$ cat src/rtl/alarm_clock_ctrl_pkg.sv
// Shared definitions for the alarm-clock sequencer: state encoding,
// the idle key code, the output strobe bundle and small decode helpers.
package alarm_clock_ctrl_pkg;

  // Keypad code reported when no key is pressed (11..15 behave the same)
  localparam logic [3:0] NOKEY = 4'd10;

  typedef enum logic [2:0] {
    SHOW_TIME        = 3'd0,
    KEY_STORED       = 3'd1,
    KEY_WAITED       = 3'd2,
    KEY_ENTRY        = 3'd3,
    SHOW_ALARM       = 3'd4,
    SET_ALARM_TIME   = 3'd5,
    SET_CURRENT_TIME = 3'd6
  } state_t;

  typedef struct packed {
    logic load_new_a;
    logic load_new_c;
    logic show_a;
    logic show_new_time;
    logic shift;
    logic reset_count;
  } ctrl_outs_t;

  // True for keypad codes 0..9; everything else counts as "no key"
  function automatic logic is_digit(input logic [3:0] k);
    return (k <= 4'd9);
  endfunction

  // Moore output decode: strobes depend on the state alone
  function automatic ctrl_outs_t decode_outputs(input state_t s);
    ctrl_outs_t o;
    o = '{default: 1'b0};
    case (s)
      SHOW_TIME: begin
        o = '{default: 1'b0};
      end
      KEY_STORED: begin
        o.shift         = 1'b1;
        o.show_new_time = 1'b1;
      end
      KEY_WAITED: begin
        o.show_new_time = 1'b1;
      end
      KEY_ENTRY: begin
        o.show_new_time = 1'b1;
      end
      SHOW_ALARM: begin
        o.show_a = 1'b1;
      end
      SET_ALARM_TIME: begin
        o.load_new_a = 1'b1;
      end
      SET_CURRENT_TIME: begin
        o.load_new_c  = 1'b1;
        o.reset_count = 1'b1;
      end
      default: begin
        o = '{default: 1'b0};
      end
    endcase
    return o;
  endfunction

endpackage

$ cat src/rtl/alarm_clock_ctrl_entry_timeout.sv
// Saturating seconds counter that abandons a stalled key entry.
// Counts one_second pulses while enabled, clears on request and flags
// the pulse that completes TIMEOUT_SECS seconds without progress.
// Only instantiated when ALARM_CLOCK_CTRL_TIMEOUT_EN is defined.
module alarm_clock_ctrl_entry_timeout #(
  parameter int TIMEOUT_SECS = 10
) (
  input  logic clock,
  input  logic reset,
  input  logic clear,
  input  logic enable,
  input  logic one_second,
  output logic timeout
);

  localparam int CW = $clog2(TIMEOUT_SECS + 1);
  localparam logic [CW-1:0] CNT_MAX  = {CW{1'b1}};
  localparam logic [CW-1:0] CNT_ONE  = CW'(1);
  localparam logic [CW-1:0] CNT_LAST = CW'(TIMEOUT_SECS - 1);

  logic [CW-1:0] count_r;

  // Seconds elapsed since the last key progress; sticks at all-ones
  always_ff @(posedge clock or posedge reset) begin
    if (reset) begin
      count_r <= '0;
    end else if (clear) begin
      count_r <= '0;
    end else if (enable && one_second && (count_r != CNT_MAX)) begin
      count_r <= count_r + CNT_ONE;
    end else begin
      count_r <= count_r;
    end
  end

  // The pulse that would make the count reach TIMEOUT_SECS is the timeout
  assign timeout = one_second && (count_r == CNT_LAST);

endmodule

$ cat src/rtl/alarm_clock_ctrl.sv
// Moore sequencer for the alarm-clock datapath. Turns keypad digits and
// the ALARM/TIME buttons into shift, load, display-select and
// reset_count strobes. All strobes are registered copies of the decode of
// the next state, so there is no combinational input-to-output path.
// Optional key-entry timeout: define ALARM_CLOCK_CTRL_TIMEOUT_EN.
import alarm_clock_ctrl_pkg::*;

module alarm_clock_ctrl #(
  parameter int TIMEOUT_SECS = 10
) (
  input  logic       clock,
  input  logic       reset,
  input  logic       one_second,
  input  logic [3:0] key,
  input  logic       alarm_button,
  input  logic       time_button,
  output logic       load_new_a,
  output logic       load_new_c,
  output logic       show_a,
  output logic       show_new_time,
  output logic       shift,
  output logic       reset_count
);

  state_t     state_r;
  state_t     next_s;
  ctrl_outs_t outs_r;
  logic       digit_s;
  logic       timeout_s;

  assign digit_s = is_digit(key);

`ifdef ALARM_CLOCK_CTRL_TIMEOUT_EN
  logic waiting_s;

  // The counter only runs while the sequencer is waiting for key progress
  assign waiting_s = (state_r == KEY_WAITED) || (state_r == KEY_ENTRY);

  alarm_clock_ctrl_entry_timeout #(
    .TIMEOUT_SECS (TIMEOUT_SECS)
  ) u_entry_timeout (
    .clock      (clock),
    .reset      (reset),
    .clear      (!waiting_s),
    .enable     (waiting_s),
    .one_second (one_second),
    .timeout    (timeout_s)
  );
`else
  localparam int unused_timeout_secs_p = TIMEOUT_SECS;
  logic unused_one_second_s;

  assign unused_one_second_s = one_second;
  assign timeout_s           = 1'b0;
`endif

  // Next-state rules; button priority in KEY_ENTRY is alarm, time, digit, timeout
  always_comb begin
    next_s = state_r;
    case (state_r)
      SHOW_TIME: begin
        if (alarm_button) begin
          next_s = SHOW_ALARM;
        end else if (digit_s) begin
          next_s = KEY_STORED;
        end else begin
          next_s = SHOW_TIME;
        end
      end
      KEY_STORED: begin
        next_s = KEY_WAITED;
      end
      KEY_WAITED: begin
        if (!digit_s) begin
          next_s = KEY_ENTRY;
        end else if (timeout_s) begin
          next_s = SHOW_TIME;
        end else begin
          next_s = KEY_WAITED;
        end
      end
      KEY_ENTRY: begin
        if (alarm_button) begin
          next_s = SET_ALARM_TIME;
        end else if (time_button) begin
          next_s = SET_CURRENT_TIME;
        end else if (digit_s) begin
          next_s = KEY_STORED;
        end else if (timeout_s) begin
          next_s = SHOW_TIME;
        end else begin
          next_s = KEY_ENTRY;
        end
      end
      SHOW_ALARM, SET_ALARM_TIME: begin
        if (!alarm_button) begin
          next_s = SHOW_TIME;
        end else begin
          next_s = state_r;
        end
      end
      SET_CURRENT_TIME: begin
        if (!time_button) begin
          next_s = SHOW_TIME;
        end else begin
          next_s = SET_CURRENT_TIME;
        end
      end
      default: begin
        next_s = SHOW_TIME;
      end
    endcase
  end

  // State register with strobes registered from the decode of the next state
  always_ff @(posedge clock or posedge reset) begin
    if (reset) begin
      state_r <= SHOW_TIME;
      outs_r  <= '{default: 1'b0};
    end else begin
      state_r <= next_s;
      outs_r  <= decode_outputs(next_s);
    end
  end

  assign load_new_a    = outs_r.load_new_a;
  assign load_new_c    = outs_r.load_new_c;
  assign show_a        = outs_r.show_a;
  assign show_new_time = outs_r.show_new_time;
  assign shift         = outs_r.shift;
  assign reset_count   = outs_r.reset_count;

endmodule

$ cat config.mk
export PLATFORM = sky130hd
export DESIGN_NAME = alarm_clock_ctrl
export DESIGN_NICKNAME = d
export VERILOG_FILES = /design/src/rtl/alarm_clock_ctrl_pkg.sv /design/src/rtl/alarm_clock_ctrl_entry_timeout.sv /design/src/rtl/alarm_clock_ctrl.sv
export SDC_FILE = /design/constraint.sdc
export NUM_CORES = 1
export LEC_CHECK = 0
export ABC_AREA = 1
export CELL_PAD_IN_SITES_DETAIL_PLACEMENT = 1
export CELL_PAD_IN_SITES_GLOBAL_PLACEMENT = 1
export CORE_UTILIZATION = 26
export DETAILED_ROUTE_END_ITERATION = 8
export PLACE_DENSITY = 0.8
export SETUP_SLACK_MARGIN = 0.3
export SLEW_MARGIN = 15
export SYNTH_ARGS = -nofsm -noshare
export SYNTH_HDL_FRONTEND = slang
export SYNTH_SLANG_ARGS = --single-unit
$ cat constraint.sdc
create_clock -name clock -period 1.1 [get_ports clock]
set_input_delay 0.165 -clock clock [delete_from_list [all_inputs] [get_ports clock]]
set_output_delay 0.165 -clock clock [all_outputs]
set_load 0.005 [all_outputs]
# Word-level counts from Yosys, hierarchy flattened
# Index checks and enable logic that the tools add are counted.
[op_classes]
magnitude_cmp = 1
n_eq_ne = 12
mux = 14
n_reduce_logical = 3
[ops]
columns = ["op", "n"]
rows = [
  ["$eq A3 B3 Y1 const B", 6],
  ["$pmux W3 S6", 1],
  ["$mux W3", 5],
  ["$eq A3 B2 Y1 const B", 4],
  ["$mux W1", 7],
  ["$eq A3 B1 Y1 const B", 2],
  ["$le A4 B4 Y1 const B", 1],
  ["$logic_not A3 Y1", 1],
  ["$reduce_or A3 Y1", 1],
  ["$mux W2", 1],
  ["$reduce_or A2 Y1", 1],
]
[totals]
register_bits = 8
in_bits = 9
out_inout_bits = 6
elab_cells = 36

# Longest topological paths before layout
[depth]
ltp_word = 8
mapped_depth = 8
mapped_depth_nobuf = 8

# Worst setup path before layout
# OpenSTA, ideal clock, no wires.
[synth_path]
path_kind = "register to register"
from = "register state_r[1]"
to = "register outs_r (netlist bit show_a)"
setup_time_ns = 0.114
arrival_time_ns = 0.924
required_time_ns = 0.986
slack_ns = 0.062
stages_incl_launch_ff = 9
path_buffers = 0
period_less_slack_ns = 1.038
cell_sequence = "dfrtp_1 > inv_1 > nand2_1 > nor2_1 > nand3_2 > inv_1 > nor2_1 > nand2_1 > nor2_1"
[synth_via]
elab_chain_len = 5
elab_cells_between_ends = 12
cone_classes = "7 x eq/ne; 3 x mux; 2 x reduce/logical"
[synth_rtl]
columns = ["element", "line_no", "source"]
rows = [
  ["start, declared", "alarm_clock_ctrl.sv:25", "state_t state_r;"],
  ["start signal, assigned", "alarm_clock_ctrl.sv:121", "state_r <= next_s;"],
  ["$eq A3 B3 Y1", "alarm_clock_ctrl.sv:60", "case (state_r)"],
  ["$reduce_or A2 Y1", "alarm_clock_ctrl.sv:60", ""],
  ["$pmux W3 S6 *", "alarm_clock_ctrl.sv:60", ""],
  ["$eq A3 B3 Y1 *", "alarm_clock_ctrl_pkg.sv:36", "case (s)"],
  ["$mux W1 *", "alarm_clock_ctrl_pkg.sv:36", ""],
  ["end signal, assigned", "alarm_clock_ctrl.sv:122", "outs_r <= decode_outputs(next_s);"],
  ["end, declared", "alarm_clock_ctrl.sv:27", "ctrl_outs_t outs_r;"],
]
# Mark *: on every way between the ends. The rest lies on a longest branch, timed or not.

# Worst setup path in the final report
[layout_path]
from = "register state_r[1]"
to = "register outs_r (netlist bit reset_count)"
[layout_via]
elab_chain_len = 5
elab_cells_between_ends = 12
cone_classes = "7 x eq/ne; 3 x mux; 2 x reduce/logical"
[layout_rtl]
columns = ["element", "line_no", "source"]
rows = [
  ["$eq A3 B3 Y1", "alarm_clock_ctrl.sv:60", ""],
  ["$reduce_or A2 Y1", "alarm_clock_ctrl.sv:60", ""],
  ["$pmux W3 S6 *", "alarm_clock_ctrl.sv:60", ""],
  ["via next_s[1]", "alarm_clock_ctrl.sv:26", "state_t next_s;"],
  ["$eq A3 B3 Y1 *", "alarm_clock_ctrl_pkg.sv:36", ""],
  ["$mux W1 *", "alarm_clock_ctrl_pkg.sv:36", ""],
]
# Mark *: on every way through the listed nets, which the timed path passes. The rest lies on a longest branch.

==> metrics.yaml <==
cts_buffers: 3
wl_met3_um: 35
cts_buffer_depth: 2
ctsHoldBuffers: 0
p_leak_nw: 0.365
violations: "negative setup slack"
yosys.area.top_type_share_pct: 42.7
path_cells: "nand2_2 > nor2_4 > nor2_2 > nand2_2 > buf_4 > nand2_1 > inv_1"
arrival_ns: 1.32
rows: 14
place.gp.congestion: 0.716
fillers: 191
drc: 0
initial_core_util_pct: 29.4
status: "finished, violations left"
dp_worst_setup_slack_ns: -0.261
setup_violations: 6
syn_nets: 76
cp.required_ns: 1.25
cts_root_buffer: "clkbuf_4"
synth-seq-cells: 8
finalCritPeriodShare_pct: 106
tritoncts: "built"
syn_inst: 67
critPathLaunchType: "flop"
fin_nets: 97
synth-seq-area-share_pct: 42.7
clock_power_share_pct: 12.7
multiInputGateArea_um2: 267
path_delay_family: "flip-flops"
r2r-start: "state_r[1]"
rsz0062_at_grt: "true"
yosysWarnings: 0
dr.first_iter.drc_count: 5
grt-ovfl-total: 0
drive_above_1_share_pct: 52.3
track_usage_pct: 12.9
p_int_uw: 951
ys_types: 12
cts_max_level: 1
powerDensity_nw_per_um2: 2440
grt_max_degree: 9
max_stage_delay_ns: 0.45
area_delta_synth_final_pct: 48.0
net-switching-power_uw: 746
clock.fmax_ghz: 0.855
wl_met1_um: 492
path_class: "flop to flop"
antenna_left: 0
highest_layer: "met3"
cp_max_fo: 6
r2r_cells: 7
clk_latency_ns: 0.25
period_needed_ns: 1.17
worstSetupEndpointType: "flop"
clock-sinks: 8
grt_first_pass_wirelength_mm: 1.83
maxSlewHeadroom_pct: 79.5
reg2reg_slack_ns: -0.07
dieArea_um2: 1980
yosysTopAreaCell: "dfrtp_1"
die_h_um: 44.5
dr_total_vias: 459
crit_top_cell: "nand2_2"
worstHoldPathType: "input port to async pin"
p_sw_share_pct: 44.0
peakVddDrop_v: 0.00104
io-pin-count: 15
seqCellArea_um2: 204
grt_pass1_vias: 437
fin_worst_skew_ns: 0.00467
core_area_um2: 1590
avgViaCountPerCell: 4.17
synth.avg_cell_area_um2: 7.00
place_hpwl_um: 883
regToRegEndpoint: "reset_count"
crit_path_top_delay_cell: "dfrtp_2"
first_pass_iters: 4
hold_viol: 0
power.share.combinational_pct: 54.3
wl_mm: 1.07
postLayoutSetupSlackWorst_ns: -0.0693
finalMaxSlewViolations: 0
die_x_um: 44.5
crit_buf_inv: 2
worst_pin_slew_ns: 0.307
p_seq_share_pct: 32.9
drv_cap: 0
portBuffers: 12
antenna_found_initial: 0
path_clk_slew_ns: 0.05
wl_per_cell_um: 9.70
n_antenna_cell: 0
synth_area_um2: 469
synthTopCellsByArea: "dfrtp_1 (43%), nor2_1 (16%), nand2_1 (11%), inv_1 (6.4%), nand3_2 (4.3%)"
utilization_pct: 43.6
wl_met2_um: 539
layer usage:
metal	vias up	track usage (%)
li1	238	-
met1	214	16.4
met2	7	20.6
met3	0	6.12
met4	0	1.82
met5	-	0
logic make-up (layout without fill, tap and decap cells):
logic type,count (synthesis),after routing,synth area share [%]
AOI/OAI and AO/OA,2,2,2.13
and+or+nand+nor,44,44,44.0
DFF,8,8,42.7
buffers and inverters,13,32,11.2
timing repair:
item / 4_1_cts / 5_1_grt
endpoints found under the setup margin: 14 / 14
buffers inserted: 2 / 1
pin swaps: 4 / 4
gates resized for setup: 38 / 5
gates cloned: 0 / 0
endpoints found under the hold margin: 0 / 0
area by class of cell:
class                           instances  share of cell area [%]
Sequential cell                         8                    29.4
Clock buffer                            3                    3.24
Multi-Input combinational cell         46                    38.4
Tap cell                               24                    4.32
Inverter                               12                    6.49
Timing Repair Buffer                   17                    18.2
how the worst max path moves through the flow:
stage	start	end	slack (ns)	depth (start not counted)
after global routing	state_r[2]	shift	-0.16	8
after CTS	state_r[2]	shift	-0.04	8
after detailed placement	time_button	show_new_time	-0.26	8
after global placement	time_button	show_new_time	-0.26	8
after floorplan	state_r[2]	shift	0.07	8
final	state_r[1]	reset_count	-0.07	7
registers in the layout (all words and copies together), names as in the netlist:
signal,cells
show_new_time,1
shift,1
load_new_a,1
reset_count,1
state_r,3
show_a,1
power groups by stage:
| stage | Combinational [mW] | Clock [mW] | Sequential [mW] |
|---|---|---|---|
| global route | 1.04 | 0.242 | 0.580 |
| finish | 0.922 | 0.216 | 0.559 |
| floorplan | 0.519 | 0 | 0.519 |
| global placement | 0.794 | 0 | 0.525 |
| detailed placement | 0.815 | 0 | 0.536 |
| CTS | 0.861 | 0.221 | 0.560 |
placed cells by master, fill, tap and decap left out:
cell type and n:
nand2_2 8, nand3_1 1, buf_2 6, inv_2 5, nand3_2 3, clkdlybuf4s50_1 5
nand2_1 9, nand3_4 1, dfrtp_2 3, nor2_4 2, dlygate4sd2_1 1, nor2_1 11
inv_1 7, dfrtp_1 5, o21ai_1 2, nor2_2 9, clkbuf_4 3, buf_4 5
cell usage after synthesis:
library cell   n
inv_2          4
nand3_1        2
nand2_1       14
nor2_1        20
nor2_2         2
nand3_4        1
o21ai_1        2
nand3_2        2
inv_1          8
dfrtp_1        8
buf_4          1
nand2_2        3
through the flow:
step	hold slack (ns)	TNS, ns	area [um^2]	std cells	total power [mW]
after floorplan	-0.0193	0	479	67	1.04
after global placement	0.421	-1.51	637	104	1.32
after detailed placement	0.438	-1.57	637	104	1.35
after CTS	0.167	-0.185	674	109	1.64
after global routing	0.186	-0.811	694	110	1.86
final	0.159	-0.256	694	110	1.70
Power figures use the tool's default switching activity.
